[config.mk]
export PLATFORM = sky130hd
export DESIGN_NAME = rwt_up_regfile_flat
export DESIGN_NICKNAME = d
export VERILOG_FILES = /design/src/rtl/rwt_up_regfile_if.sv /design/src/rtl/rwt_up_regfile.sv /design/src/flat_wrapper.sv
export SDC_FILE = /design/constraint.sdc
export NUM_CORES = 1
export LEC_CHECK = 0
export ABC_AREA = 1
export CORE_UTILIZATION = 52
export CTS_CLUSTER_DIAMETER = 120
export DETAILED_ROUTE_END_ITERATION = 8
export PLACE_DENSITY = 0.78
export SYNTH_ARGS = -nofsm -noshare
export SYNTH_HDL_FRONTEND = slang
export SYNTH_SLANG_ARGS = --single-unit
[constraint.sdc]
create_clock -name up_clk -period 17 [get_ports up_clk]
set_input_delay 3.4 -clock up_clk [delete_from_list [all_inputs] [get_ports up_clk]]
set_output_delay 3.4 -clock up_clk [all_outputs]
set_load 0.01 [all_outputs]
[src/rtl/rwt_up_regfile_if.sv]
// up_* register bus: single-beat write and read request channels with one-cycle acks.
// Latency: none (signal bundle only).
// Backpressure: none on the bus; a responder drops requests it cannot accept.
// Ports: master drives up_wreq/up_waddr/up_wdata and up_rreq/up_raddr;
//        slave drives up_wack, up_rack and up_rdata.
interface rwt_up_regfile_if #(
    parameter int ADDRESS_WIDTH = 14
);
    logic                     up_wreq;
    logic [ADDRESS_WIDTH-1:0] up_waddr;
    logic [31:0]              up_wdata;
    logic                     up_wack;
    logic                     up_rreq;
    logic [ADDRESS_WIDTH-1:0] up_raddr;
    logic [31:0]              up_rdata;
    logic                     up_rack;

    modport master (
        output up_wreq, up_waddr, up_wdata, up_rreq, up_raddr,
        input  up_wack, up_rdata, up_rack
    );

    modport slave (
        input  up_wreq, up_waddr, up_wdata, up_rreq, up_raddr,
        output up_wack, up_rdata, up_rack
    );
endinterface

[src/rtl/rwt_up_regfile.sv]
// up_* bus responder serving VERSION/SCRATCH/DROP_CNT/STATUS and NUM_CTRL control registers.
// Latency: request sampled at edge N -> ack (and commit/capture) on edge N+1+ACK_DELAY.
// Backpressure: none; a request sampled while its channel is busy is dropped and counted.
// Ports: up_clk/up_rstn plain; up (slave modport) carries both request channels;
//        status_in is readable at 0x3; ctrl_out/ctrl_wstb export the control registers.
module rwt_up_regfile #(
    parameter int          ADDRESS_WIDTH = 14,
    parameter int          NUM_CTRL      = 8,
    parameter int          ACK_DELAY     = 0,
    parameter logic [31:0] VERSION       = 32'h0001_0000
) (
    input  logic                      up_clk,
    input  logic                      up_rstn,
    rwt_up_regfile_if.slave           up,
    input  logic [31:0]               status_in,
    output logic [32*NUM_CTRL-1:0]    ctrl_out,
    output logic [NUM_CTRL-1:0]       ctrl_wstb
);
    typedef enum logic {
        IDLE = 1'b0,
        BUSY = 1'b1
    } chan_state_e;

    // Reset asserts asynchronously but is released in step with up_clk.
    logic [1:0] rst_sync_q;
    logic       rst_n;

    always_ff @(posedge up_clk or negedge up_rstn) begin
        if (!up_rstn) begin
            rst_sync_q <= 2'b00;
        end else begin
            rst_sync_q <= {rst_sync_q[0], 1'b1};
        end
    end

    assign rst_n = rst_sync_q[1];

    chan_state_e               wstate_q, rstate_q;
    logic [3:0]                wcnt_q, rcnt_q;
    logic [ADDRESS_WIDTH-1:0]  waddr_q, raddr_q;
    logic [31:0]               wdata_q;
    logic                      wack_q, rack_q;
    logic [31:0]               rdata_q, rdata_d;
    logic [31:0]               scratch_q;
    logic [15:0]               drop_q, drop_d;
    logic [16:0]               drop_sum;
    logic [32*NUM_CTRL-1:0]    ctrl_q;
    logic [NUM_CTRL-1:0]       wstb_q;
    logic                      w_fire, w_drop, r_drop, drop_clr;

    // The ack edge is the last BUSY edge; a request seen on that edge is still dropped.
    assign w_fire   = (wstate_q == BUSY) && (wcnt_q == 4'd0);
    assign w_drop   = up.up_wreq && (wstate_q == BUSY);
    assign r_drop   = up.up_rreq && (rstate_q == BUSY);
    assign drop_clr = w_fire && (waddr_q == ADDRESS_WIDTH'(2));

    // Write channel: commit, strobe and ack all land on the same edge.
    always_ff @(posedge up_clk or negedge rst_n) begin
        if (!rst_n) begin
            wstate_q  <= IDLE;
            wcnt_q    <= 4'd0;
            waddr_q   <= '0;
            wdata_q   <= '0;
            wack_q    <= 1'b0;
            wstb_q    <= '0;
            scratch_q <= '0;
            ctrl_q    <= '0;
        end else begin
            wack_q <= 1'b0;
            wstb_q <= '0;
            case (wstate_q)
                IDLE: begin
                    if (up.up_wreq) begin
                        wstate_q <= BUSY;
                        waddr_q  <= up.up_waddr;
                        wdata_q  <= up.up_wdata;
                        wcnt_q   <= 4'(ACK_DELAY);
                    end
                end
                BUSY: begin
                    if (wcnt_q != 4'd0) begin
                        wcnt_q <= wcnt_q - 4'd1;
                    end else begin
                        wack_q   <= 1'b1;
                        wstate_q <= IDLE;
                        if (waddr_q == ADDRESS_WIDTH'(1)) begin
                            scratch_q <= wdata_q;
                        end
                        for (int k = 0; k < NUM_CTRL; k++) begin
                            if (waddr_q == ADDRESS_WIDTH'(k + 4)) begin
                                ctrl_q[32*k +: 32] <= wdata_q;
                                wstb_q[k]          <= 1'b1;
                            end
                        end
                    end
                end
            endcase
        end
    end

    // Read mux sees register state before any same-edge write commit.
    always_comb begin
        rdata_d = '0;
        if (raddr_q == ADDRESS_WIDTH'(0)) begin
            rdata_d = VERSION;
        end else if (raddr_q == ADDRESS_WIDTH'(1)) begin
            rdata_d = ~scratch_q;
        end else if (raddr_q == ADDRESS_WIDTH'(2)) begin
            rdata_d = {16'h0000, drop_q};
        end else if (raddr_q == ADDRESS_WIDTH'(3)) begin
            rdata_d = status_in;
        end
        for (int k = 0; k < NUM_CTRL; k++) begin
            if (raddr_q == ADDRESS_WIDTH'(k + 4)) begin
                rdata_d = ctrl_q[32*k +: 32];
            end
        end
    end

    // Read channel: rdata is captured on the ack edge and held until the next ack.
    always_ff @(posedge up_clk or negedge rst_n) begin
        if (!rst_n) begin
            rstate_q <= IDLE;
            rcnt_q   <= 4'd0;
            raddr_q  <= '0;
            rack_q   <= 1'b0;
            rdata_q  <= '0;
        end else begin
            rack_q <= 1'b0;
            case (rstate_q)
                IDLE: begin
                    if (up.up_rreq) begin
                        rstate_q <= BUSY;
                        raddr_q  <= up.up_raddr;
                        rcnt_q   <= 4'(ACK_DELAY);
                    end
                end
                BUSY: begin
                    if (rcnt_q != 4'd0) begin
                        rcnt_q <= rcnt_q - 4'd1;
                    end else begin
                        rack_q   <= 1'b1;
                        rdata_q  <= rdata_d;
                        rstate_q <= IDLE;
                    end
                end
            endcase
        end
    end

    // Drop counter: both channels may drop on one edge; saturates; clear wins.
    always_comb begin
        drop_sum = {1'b0, drop_q} + 17'(w_drop) + 17'(r_drop);
        drop_d   = drop_sum[16] ? 16'hFFFF : drop_sum[15:0];
        if (drop_clr) begin
            drop_d = '0;
        end
    end

    always_ff @(posedge up_clk or negedge rst_n) begin
        if (!rst_n) begin
            drop_q <= '0;
        end else begin
            drop_q <= drop_d;
        end
    end

    assign up.up_wack  = wack_q;
    assign up.up_rack  = rack_q;
    assign up.up_rdata = rdata_q;
    assign ctrl_out    = ctrl_q;
    assign ctrl_wstb   = wstb_q;
endmodule

[src/flat_wrapper.sv]
// flat-port wrapper written by rule: the top's interface ports become plain ports
module rwt_up_regfile_flat 
#(
    parameter int          ADDRESS_WIDTH = 14,
    parameter int          NUM_CTRL      = 8,
    parameter int          ACK_DELAY     = 0,
    parameter logic [31:0] VERSION       = 32'h0001_0000
)
  (up_clk, up_rstn, status_in, ctrl_out, ctrl_wstb, up_up_wreq, up_up_waddr, up_up_wdata, up_up_rreq, up_up_raddr, up_up_wack, up_up_rdata, up_up_rack);
  rwt_up_regfile_if #(.ADDRESS_WIDTH(ADDRESS_WIDTH)) up_i ();
  input  logic up_clk;
  input  logic up_rstn;
  input  logic [31:0] status_in;
  output logic [32*NUM_CTRL-1:0] ctrl_out;
  output logic [NUM_CTRL-1:0] ctrl_wstb;
  input wire logic [$bits(up_i.up_wreq)-1:0] up_up_wreq;
  input wire logic [$bits(up_i.up_waddr)-1:0] up_up_waddr;
  input wire logic [$bits(up_i.up_wdata)-1:0] up_up_wdata;
  input wire logic [$bits(up_i.up_rreq)-1:0] up_up_rreq;
  input wire logic [$bits(up_i.up_raddr)-1:0] up_up_raddr;
  output wire logic [$bits(up_i.up_wack)-1:0] up_up_wack;
  output wire logic [$bits(up_i.up_rdata)-1:0] up_up_rdata;
  output wire logic [$bits(up_i.up_rack)-1:0] up_up_rack;
  assign up_i.up_wreq = up_up_wreq;
  assign up_i.up_waddr = up_up_waddr;
  assign up_i.up_wdata = up_up_wdata;
  assign up_i.up_rreq = up_up_rreq;
  assign up_i.up_raddr = up_up_raddr;
  assign up_up_wack = up_i.up_wack;
  assign up_up_rdata = up_i.up_rdata;
  assign up_up_rack = up_i.up_rack;
  rwt_up_regfile #(.ADDRESS_WIDTH(ADDRESS_WIDTH), .NUM_CTRL(NUM_CTRL), .ACK_DELAY(ACK_DELAY), .VERSION(VERSION)) u_core (.up_clk(up_clk), .up_rstn(up_rstn), .up(up_i), .status_in(status_in), .ctrl_out(ctrl_out), .ctrl_wstb(ctrl_wstb));
endmodule
Word level (Yosys, flattened, before mapping)
Cells that the tools add are included.
{"block": "word_totals", "register_bits": 418, "inputBits": 96, "out_inout_bits": 298, "word_cells": 118}
{"block": "op_classes", "n_addsub": 4, "eq_ne": 25, "muxes": 40, "n_bitwise": 5, "reduce_logical": 22}
{"op": "two-way mux 32 bit", "count": 12}
{"op": "== test 14 x 3 -> 1 bit (second input constant)", "count": 8}
{"op": "== test 14 x 4 -> 1 bit (second input constant)", "count": 8}
{"op": "== test 14 x 2 -> 1 bit (second input constant)", "count": 3}
{"op": "two-way mux 16 bit", "count": 2}
{"op": "inverter 32 bit", "count": 1}
{"op": "== test 14 x 1 -> 1 bit (second input constant)", "count": 2}
{"op": "AND reduction 3 bit", "count": 9}
{"op": "adder 16 x 1 -> 17 bit", "count": 1}
{"op": "adder 17 x 1 -> 17 bit", "count": 1}
{"op": "two-way mux 1 bit", "count": 16}
{"op": "two-way mux 4 bit", "count": 4}
{"op": "two-way mux 8 bit", "count": 2}
{"op": "one-hot mux 4 bit (2 select lines)", "count": 2}
{"op": "logical NOT 14 bit", "count": 1}
{"op": "AND reduction 2 bit", "count": 5}
{"op": "inequality test 2 bit (second input constant)", "count": 4}
{"op": "nonzero test 4 bit", "count": 2}
{"op": "subtractor 4 x 1 -> 4 bit (second input constant)", "count": 2}
{"op": "logical AND 1 bit", "count": 4}
{"op": "logical NOT 4 bit", "count": 1}
{"op": "inverter 1 bit", "count": 4}
{"op": "one-hot mux 1 bit (2 select lines)", "count": 2}

Depth between registers and ports, before layout
{"block": "depth", "ltp_word": 13, "mapped_depth": 18, "ltp_nobuf": 17}

Least setup slack after synthesis
Ideal clock, no wire load.
{"block": "synth_path", "path_kind": "in2reg", "start": "in up_up_wreq", "end": "reg u_core.drop_q[11]", "setup_ps": 78, "arrival_ps": 5077, "required_time_ps": 16922, "setup_slack_ps": 11845, "cell_stages": 10, "path_buffers": 0, "cell_sequence": "nand2_1 inv_1 fa_1 ha_1 nand3_1 nor3_1 nand3_1 nor3_4 nand3_2 a21oi_1"}
{"block": "synth_via", "elab_chain_len": 5}
{"item": "start, declared", "line": "flat_wrapper.sv:16", "rtl": "input wire logic [$bits(up_i.up_wreq)-1:0] up_up_wreq;"}
{"item": "logical AND 1 bit", "line": "rwt_up_regfile.sv:53", "rtl": "assign w_drop = up.up_wreq && (wstate_q == BUSY);"}
{"item": "adder 16 x 1 -> 17 bit", "line": "rwt_up_regfile.sv:153", "rtl": "drop_sum = {1'b0, drop_q} + 17'(w_drop) + 17'(r_drop);"}
{"item": "adder 17 x 1 -> 17 bit", "line": "rwt_up_regfile.sv:153"}
{"item": "two-way mux 16 bit", "line": "rwt_up_regfile.sv:154", "rtl": "drop_d = drop_sum[16] ? 16'hFFFF : drop_sum[15:0];"}
{"item": "two-way mux 16 bit", "line": "rwt_up_regfile.sv:155", "rtl": "if (drop_clr) begin"}
{"item": "via u_core.drop_d[11]", "line": "rwt_up_regfile.sv:45", "rtl": "logic [15:0] drop_q, drop_d;"}
{"item": "end signal, assigned", "line": "rwt_up_regfile.sv:164", "rtl": "drop_q <= drop_d;"}
{"item": "end, declared", "line": "rwt_up_regfile.sv:45"}
The timed path passes the listed nets, and every way through them passes these cells.
A chain may end at the register's enable or synchronous reset.

Worst setup path after layout
{"block": "layout_path", "start": "in up_up_wreq", "end": "reg u_core.drop_q[13]"}
Same word-level chain as after synthesis.

==> qor.txt <==
R2R cell count -> 13
Post-Syn Area per Cell -> 7.97 µm²
root buffer cell -> clkbuf_16
Final Critical Period -> 5600 ps
CP max FO -> 10
Slew Limit Headroom -> 0.225
Bufs on Longest Clock Path -> 3
Layout Nets -> 2875
synth unique cells -> 47
# DRC -> 0
area grow syn2layout -> 29.7%
Slew @ Worst Pin -> 1160 ps
R2R Setup Slk -> 13640 ps
Final Util -> 0.685
Synth Cell Area -> 19300 µm²
worst flop-to-flop path startpoint -> u_core.raddr_q[9]
Synth Flop Type -> dfrtp_1
most common cell in the netlist -> nand2_1
starting DRC count in detailed routing -> 1583
CTS Buf Count -> 45
wire per inst -> 19.1 µm
Initial Util -> 0.528
total detailed-routing wirelength -> 62700 µm
number of synthesized flops with an enable pin -> 0
die footprint -> 37900 µm²
initial antenna violation count -> 4
hold buffers post-CTS -> 0
Combinational Power Share -> 0.075
RSZ-0062 raised after global routing -> false
Die X -> 195 µm
VDD IR-drop max -> 0.0000770 V
clk_lat worst skew -> 560 ps
Max-Cap Viols -> 0
Setup Skew -> 7.65 ps
DRT antenna net count -> 0
share of layout cells above drive strength 1 -> 0.0602
Reg power frac -> 0.470
Worst-path clk slew -> 60 ps
Slew Limit Fails -> 0
final setup vio count -> 0
Yosys reg bits -> 418
core area -> 36600 µm²
Hold Crit Start -> u_core.rst_sync_q[0]
Synth Instances -> 2425
die height -> 195 µm
Final Cycle Share -> 0.329
Fmax achieved -> 179 MHz
CTS tree -> built
Critical Path End Type -> flip-flop
Synth area leaders -> dfrtp_1, nand2_1, a21oi_1
final hold slack -> 352 ps
GP Congestion -> 0.949
I/O pin count -> 394
WS Path Type -> in2reg
final hold violations -> 0
r2r endpoint -> u_core.up.up_rdata[22]
status -> finished clean
Hold Path Class -> reg2reg
sw frac -> 0.241
GRT Total Usage -> 0.331
GRT Residual Overflow -> 0
largest net degree at the start of global routing -> 83
Port Buffer Count -> 393
Startpoint Class -> input pin
YS warnings -> 0
CTS H-tree depth -> 2
Yosys top cell area share -> 0.541
Net Count, Synth -> 2525
Min-Delay Path Depth -> 0
Clock Power Share -> 0.456
WP data arrival -> 6080 ps
Vias -> 17800
clk sinks -> 418
Post-synth top cells -> nand2_1, dfrtp_1, nor2_1, inv_1, a21oi_1
via/cell ratio -> 5.43
Switch Pwr -> 541 µW
cells resized by post-CTS repair -> 0
Pleak -> 13.4 nW
Internal -> 1.70 mW
sequential fraction of the synthesis area -> 0.541
1st-pass router iterations -> 5
Rows -> 70
ys async rst share -> 1.00
first-pass GRT wire length -> 96700 µm
Power Dens Cells -> 89.6 nW/µm²
vias in the first global route -> 16600
end of the worst hold path -> u_core.rst_sync_q[1]
Synth area leader -> dfrtp_1
HPWL Detailed -> 43700 µm
number of post-CTS setup repair buffers -> 0
Worst EP required -> 17480 ps
final setup TNS -> 0 ps
cells in the final DEF, fill, tap and decap left out, drive strengths merged, types with 10 or more instances in the layout:
cell type / netlist / final
mux2: 21 / 21
or2: 10 / 10
nor3: 34 / 34
o21ai: 85 / 85
clkbuf: 82 / 70
a21oi: 279 / 279
nor2: 366 / 366
dfrtp: 418 / 418
clkinv: 32 / 36
nand3: 84 / 84
buf: 25 / 17
nand2: 524 / 524
inv: 372 / 373
nand4: 54 / 54
clkdlybuf4s50: 0 / 393
sequential cells by signal, summed over array words and instances (netlist names), 2 cells and up:
| signal | cells |
|---|---|
| u_core.ctrl_out | 256 |
| u_core.scratch_q | 32 |
| u_core.up.up_rdata | 32 |
| u_core.wdata_q | 32 |
| u_core.drop_q | 16 |
| u_core.raddr_q | 14 |
| u_core.waddr_q | 14 |
| u_core.ctrl_wstb | 8 |
| u_core.rcnt_q | 4 |
| u_core.wcnt_q | 4 |
| u_core.rst_sync_q | 2 |
cells by family after synthesis:
| family | count (synthesis) | synth area share |
|---|---|---|
| flops | 418 | 0.541 |
| mux | 21 | 0.0122 |
| buf+inv | 511 | 0.103 |
| simple gates | 1083 | 0.237 |
| compound gates | 376 | 0.0987 |
| other cells | 1 | 0.000194 |
| fa+ha+maj | 4 | 0.00298 |
| xor+xnor | 11 | 0.00499 |
final cells by class:
class / instances / area, µm²
Timing Repair Buffer: 410 / 4060
Multi-Input combinational cell: 1496 / 6880
Sequential cell: 418 / 10500
Fill cell: 2968 / 11500
Antenna cell: 3 / 7.51
Inverter: 404 / 1520
Clock inverter: 11 / 164
Tap cell: 468 / 586
Clock buffer: 70 / 1380
worst max-delay path: stages:
cell,delay (ps)
clkdlybuf4s50_1,530
nand2_1,70
inv_1,90
fa_1,210
ha_1,190
nand3_1,120
nor3_1,410
nand3_1,300
nor3_4,290
nand3_2,250
a21oi_1,220
how the worst max path moves through the flow:
stage / to / from / slack, ps / cells past startpoint
floorplan: u_core.ctrl_out[0] / u_core.rst_sync_q[1] / 4490 / 0
global placement: u_core.drop_q[9] / up_up_wreq / 10880 / 11
detailed placement: u_core.drop_q[13] / up_up_wreq / 10820 / 11
CTS: u_core.drop_q[13] / up_up_wreq / 11420 / 11
global route: u_core.drop_q[11] / up_up_wreq / 11050 / 11
finish: u_core.drop_q[13] / up_up_wreq / 11400 / 11
routing by layer:
layer,track usage,up-vias,wire [µm]
li1,-,8230,-
met1,0.483,8548,26900
met2,0.477,903,27000
met3,0.0757,132,6320
met4,0.134,2,2510
met5,0,-,13
power by group through the flow:
| stage | logic [mW] | registers [mW] | clock network, mW |
|---|---|---|---|
| floorplan | 0.0800 | 1.08 | 0 |
| CTS | 0.167 | 1.05 | 1.04 |
| global route | 0.184 | 1.06 | 1.07 |
| finish | 0.168 | 1.05 | 1.02 |
| detailed placement | 0.166 | 1.07 | 0 |
| global placement | 0.162 | 1.07 | 0 |
stage by stage:
| stage | setup slack, ps | area (µm²) | power [mW] | cells |
|---|---|---|---|---|
| 2_1_floorplan | 4490 | 19300 | 1.16 | 2425 |
| 3_3_place_gp | 10880 | 23500 | 1.23 | 3196 |
| 3_5_place_dp | 10820 | 23500 | 1.24 | 3196 |
| 4_1_cts | 11420 | 25100 | 2.26 | 3277 |
| 5_1_grt | 11050 | 25100 | 2.32 | 3280 |
| 6_report | 11400 | 25100 | 2.25 | 3280 |
Power figures use the tool's default switching activity.
